--- config.mk ---
export PLATFORM = sky130hd
export DESIGN_NAME = led_pwm_fade
export DESIGN_NICKNAME = d
export VERILOG_FILES = /design/src/rtl/led_pkg.sv /design/src/rtl/led_pwm_gen.sv /design/src/rtl/led_pwm_fade.sv
export SDC_FILE = /design/constraint.sdc
export NUM_CORES = 1
export LEC_CHECK = 0
export CAP_MARGIN = 5
export CORE_UTILIZATION = 45
export CTS_CLUSTER_SIZE = 40
export DETAILED_ROUTE_END_ITERATION = 10
export PLACE_DENSITY_LB_ADDON = 0.25
export SYNTH_ARGS = -nofsm -noshare
export SYNTH_HDL_FRONTEND = slang
export SYNTH_SLANG_ARGS = --single-unit
export TNS_END_PERCENT = 50
--- constraint.sdc ---
create_clock -name clk -period 5.9 [get_ports clk]
set_input_delay 1.18 -clock clk [delete_from_list [all_inputs] [get_ports clk]]
set_output_delay 1.18 -clock clk [all_outputs]
set_load 0.03 [all_outputs]
--- src/rtl/led_pkg.sv ---
// Shared timing constants for the LED blinker and its PWM fade stage.
package led_pkg;

  localparam int PWM_BITS_DEF = 8;
  // 256 duty steps of STEP_DIV_DEF cycles make roughly one second at 100 MHz.
  localparam int STEP_DIV_DEF = 390_625;
  localparam int BLINK_PERIOD = 50_000_000;

  function automatic int duty_max(input int bits);
    return (1 << bits) - 1;
  endfunction

endpackage

--- src/rtl/led_pwm_gen.sv ---
// Free-running PWM counter with a registered duty comparator.
// Define LED_PWM_GAMMA_EN to compare against a squared (gamma-corrected) duty.
module led_pwm_gen
  import led_pkg::*;
#(
  parameter int PWM_BITS = PWM_BITS_DEF
) (
  input  logic                clk,
  input  logic                rst,
  input  logic [PWM_BITS-1:0] duty,
  input  logic                enable,
  output logic                pwm_out
);

  localparam logic [PWM_BITS-1:0] DMAX = PWM_BITS'(duty_max(PWM_BITS));

  logic [PWM_BITS-1:0] pwm_cnt;
  logic [PWM_BITS-1:0] cmp;

`ifdef LED_PWM_GAMMA_EN
  logic [2*PWM_BITS-1:0] prod;

  // Full scale is pinned so the top duty still means constant-on.
  always_comb begin
    prod = (2*PWM_BITS)'(duty) * (2*PWM_BITS)'(duty);
    cmp  = (duty == DMAX) ? DMAX : prod[2*PWM_BITS-1:PWM_BITS];
  end
`else
  assign cmp = duty;
`endif

  // NOTE: sequential state uses non-blocking assignments so every register
  // samples pre-edge values regardless of statement order.
  always_ff @(posedge clk or negedge rst) begin
    if (!rst) begin
      pwm_cnt <= '0;
      pwm_out <= 1'b0;
    end else begin
      pwm_cnt <= pwm_cnt + PWM_BITS'(1);
      pwm_out <= enable && ((cmp == DMAX) || (pwm_cnt < cmp));
    end
  end

endmodule

--- src/rtl/led_pwm_fade.sv ---
// Linear LED fade: ramps duty one LSB every STEP_DIV cycles toward the led_in
// level and drives the pin through led_pwm_gen (gamma option: LED_PWM_GAMMA_EN).
module led_pwm_fade
  import led_pkg::*;
#(
  parameter int PWM_BITS = PWM_BITS_DEF,
  parameter int STEP_DIV = STEP_DIV_DEF
) (
  input  logic                clk,
  input  logic                rst,
  input  logic                led_in,
  input  logic                enable,
  output logic                pwm_out,
  output logic [PWM_BITS-1:0] duty,
  output logic                fading
);

  localparam int                  PRE_W    = $clog2(STEP_DIV);
  localparam logic [PRE_W-1:0]    PRE_LAST = PRE_W'(STEP_DIV - 1);
  localparam logic [PWM_BITS-1:0] DMAX     = PWM_BITS'(duty_max(PWM_BITS));

  logic             led_q;
  logic [PRE_W-1:0] prescaler;
  logic             change;

  assign change = led_in ^ led_q;

  // A level change restarts the step interval; it takes priority over a tick
  // so the new direction always gets a full STEP_DIV before its first step.
  always_ff @(posedge clk or negedge rst) begin
    if (!rst) begin
      led_q     <= 1'b0;
      prescaler <= '0;
      duty      <= '0;
    end else begin
      led_q <= led_in;
      if (!enable) begin
        prescaler <= '0;
        duty      <= '0;
      end else if (change) begin
        prescaler <= '0;
      end else if (prescaler == PRE_LAST) begin
        prescaler <= '0;
        if (led_q && duty != DMAX)
          duty <= duty + PWM_BITS'(1);
        else if (!led_q && duty != '0)
          duty <= duty - PWM_BITS'(1);
      end else begin
        prescaler <= prescaler + PRE_W'(1);
      end
    end
  end

  assign fading = enable && (led_q ? (duty != DMAX) : (duty != '0));

  led_pwm_gen #(
    .PWM_BITS(PWM_BITS)
  ) u_pwm_gen (
    .clk    (clk),
    .rst    (rst),
    .duty   (duty),
    .enable (enable),
    .pwm_out(pwm_out)
  );

endmodule

==> results.toml <==
[cts]
cts_resized = 0
cts_root_buf = "clkbuf_8"
cts.clk_slew.worst_paths_ns = 0.08
cts_buffers = 5
htree_levels = 2
post-cts-setup-buffers = 0
insertion_delay_ns = 0.29
cts_hold_buf = 0
cts_tree = "done"
clock_path_buffers = 2
cts_num_sinks = 37

[yosys]
yosysUniqueCellTypes = 42
postSynthAreaPerCell_um2 = 10.00
synth_top_area_share_pct = 41.32
synth_area_um2 = 2241
synth_area_leader_cell = "dfrtp_1"
synth.ff_latch_count = 37
ys_seq_area_share_pct = 41.32
synth.area.top_cells = "dfrtp_1, ha_1, xor2_1"
syn_nets = 245
synth_edf_count = 0
synth_warnings = 0
async_flop_share_pct = 100.0
synth_ff_type = "dfrtp_1"
synthCells = 224

[global_routing]
overflow = 0
grt_max_degree = 38
grt_pass1_vias = 1587
antenna_found_initial = 0
track_usage_pct = 18.44
grt_pass1_wl_um = 7389

[timing]
grt_setup_unrepaired = "no"
fmaxAchievable_mhz = 243.5
timing.final.crit_share_pct = 69.60
slew_headroom_pct = 45.51
finalSetupViolations = 0
period_needed_ns = 4.106
setup_tns_ns = 0
finalHoldViolations = 0
slew_violations = 0
worst_pin_slew_ns = 0.8174
worst_clock_skew_ns = 0.005751

[die]
ios = 14
rows = 25
die_height_um = 72.57
coreArea_um2 = 4755
die_x_um = 72.57
die_area_um2 = 5266
initial_core_util_pct = 47.13

[detailed_routing]
wl_per_cell_um = 13.38
viasPerCell = 5.323
drc = 0
postRouteWirelength_um = 4149
first_pass_iters = 4
drtAntennaViolNets = 0
vias = 1650
drtIter0Drc = 72

[setup_path]
required_ns = 4.72
cp-start-kind = "input pin"
end_kind = "output pin"
reg2regPathDepth = 9
setup.worst_path.class = "input pin to output pin"
arrival_ns = 2.93
cp_max_fo = 10

[job]
maxCapViolCount = 0

[finish]
seqCellArea_um2 = 925.9
post-route-util_pct = 52.95
drive_gt1_share_pct = 6.584
antenna_cells = 0
fillers = 468
layout.nets = 263
multi_input_area_um2 = 1229
syn_to_final_growth_pct = 12.34

[placed_design]
io_buffers = 13
gp_congestion = 0.7833
hpwl_um = 3050

[power_and_ir_drop]
p_leak_nw = 1.052
p_per_area_nw_per_um2 = 183.8
ir_worst_vdd_mv = 0.1206

[worst_hold_path]
hold_path.class = "flip-flop to flip-flop"
hold_depth = 1

[outcome]
status = "completed"
==> sequential cells by signal (all words and copies together), names as in the netlist <==
| name | count |
|---|---|
| duty | 8 |
| led_q | 1 |
| prescaler | 19 |
| u_pwm_gen.pwm_cnt | 8 |
| u_pwm_gen.pwm_out | 1 |
==> placed cells by master (no fill, tap or decap), types with 2 or more instances in the layout <==
master	instances
xor2_1	15
clkinv_2	2
a21oi_1	7
mux2i_1	5
nand2_1	6
nor2b_1	2
nand3_1	15
nand4_1	7
nand2b_1	4
xnor2_1	13
nor3_1	2
o21ai_1	2
dfrtp_1	37
nor2_1	31
o21ai_0	5
and4_1	2
or4_1	2
and3_1	4
clkdlybuf4s50_1	12
nor4_1	2
o211ai_1	2
a21o_1	4
inv_1	15
ha_1	16
a2111oi_0	2
a211oi_1	4
clkbuf_8	5
o21a_1	2
==> layout make-up <==
type / instances / share of cell area, %
clock buffer: 5 / 2.734
clock inverter: 3 / 0.6958
inverter: 16 / 2.386
multi-input combinational: 168 / 48.81
sequential: 37 / 36.78
tap: 67 / 3.330
timing repair buffer: 14 / 5.268
==> kinds of logic (layout without fill, tap and decap cells) <==
logic type	after synthesis	count (layout)	synth area share, %
AND/OR/NAND/NOR	84	84	20.49
flip-flops	37	37	41.32
AO/OA/AOI/OAI	34	34	11.33
XOR/XNOR	28	28	10.94
buffers and inverters	19	38	3.852
adder cells (fa/ha/maj)	17	17	9.827
multiplexers	5	5	2.233
==> worst max-delay path, cell delays in order <==
cell and delay [ns]:
clkdlybuf4s50_1 0.55, clkinv_1 0.27, a21oi_1 0.22, clkdlybuf4s50_1 0.70
==> metrics by stage <==
step | area [µm²] | hold slack (ns) | std cells | power, W | worst slack (ns)
5_1_grt | 2517 | 0.4980 | 310 | 0.0004821 | 1.713
3_3_place_gp | 2431 | 0.4556 | 302 | 0.0002908 | 1.830
3_5_place_dp | 2431 | 0.4628 | 302 | 0.0002910 | 1.806
4_1_cts | 2517 | 0.4725 | 310 | 0.0004667 | 1.797
2_1_floorplan | 2241 | 0.4278 | 224 | 0.0002785 | 2.853
6_report | 2517 | 0.4619 | 310 | 0.0004626 | 1.794
==> where the power goes <==
group,internal (W),total [W],switching [W]
Clock,0.0000815,0.000177,0.0000956
Sequential,0.000255,0.000256,0.00000180
Combinational,0.0000106,0.0000290,0.0000184
==> synth_stat cells, types with 4 or more instances <==
master     n
nand4_1    7
xor2_1    15
nand3_1   15
nand2_1    6
o21ai_0    5
mux2i_1    5
nor2_1    31
a211oi_1   4
a21oi_1    7
inv_1     15
and3_1     4
ha_1      16
dfrtp_1   37
xnor2_1   13
nand2b_1   4
a21o_1     4
==> final timing paths <==
| path | start | endpoint | slack [ns] |
|---|---|---|---|
| max in group asynchronous | rst | prescaler[18] | 4.42 |
| max reg2reg | duty[0] | duty[7] | 2.68 |
| max | enable | fading | 1.79 |
| min reg2reg | u_pwm_gen.pwm_cnt[0] | u_pwm_gen.pwm_cnt[0] | 0.46 |
| min | u_pwm_gen.pwm_cnt[0] | u_pwm_gen.pwm_cnt[0] | 0.46 |
| min in group asynchronous | rst | duty[3] | 0.97 |
==> routing by layer <==
layer	part of all wire, %	GRT usage (%)	vias to the layer above
li1	-	-	827
met1	47	24.42	787
met2	48	30.01	28
met3	3.2	3.333	8
met4	1.7	7.190	0
met5	0	0	-
Note: power is estimated with default switching activity, not from simulation.
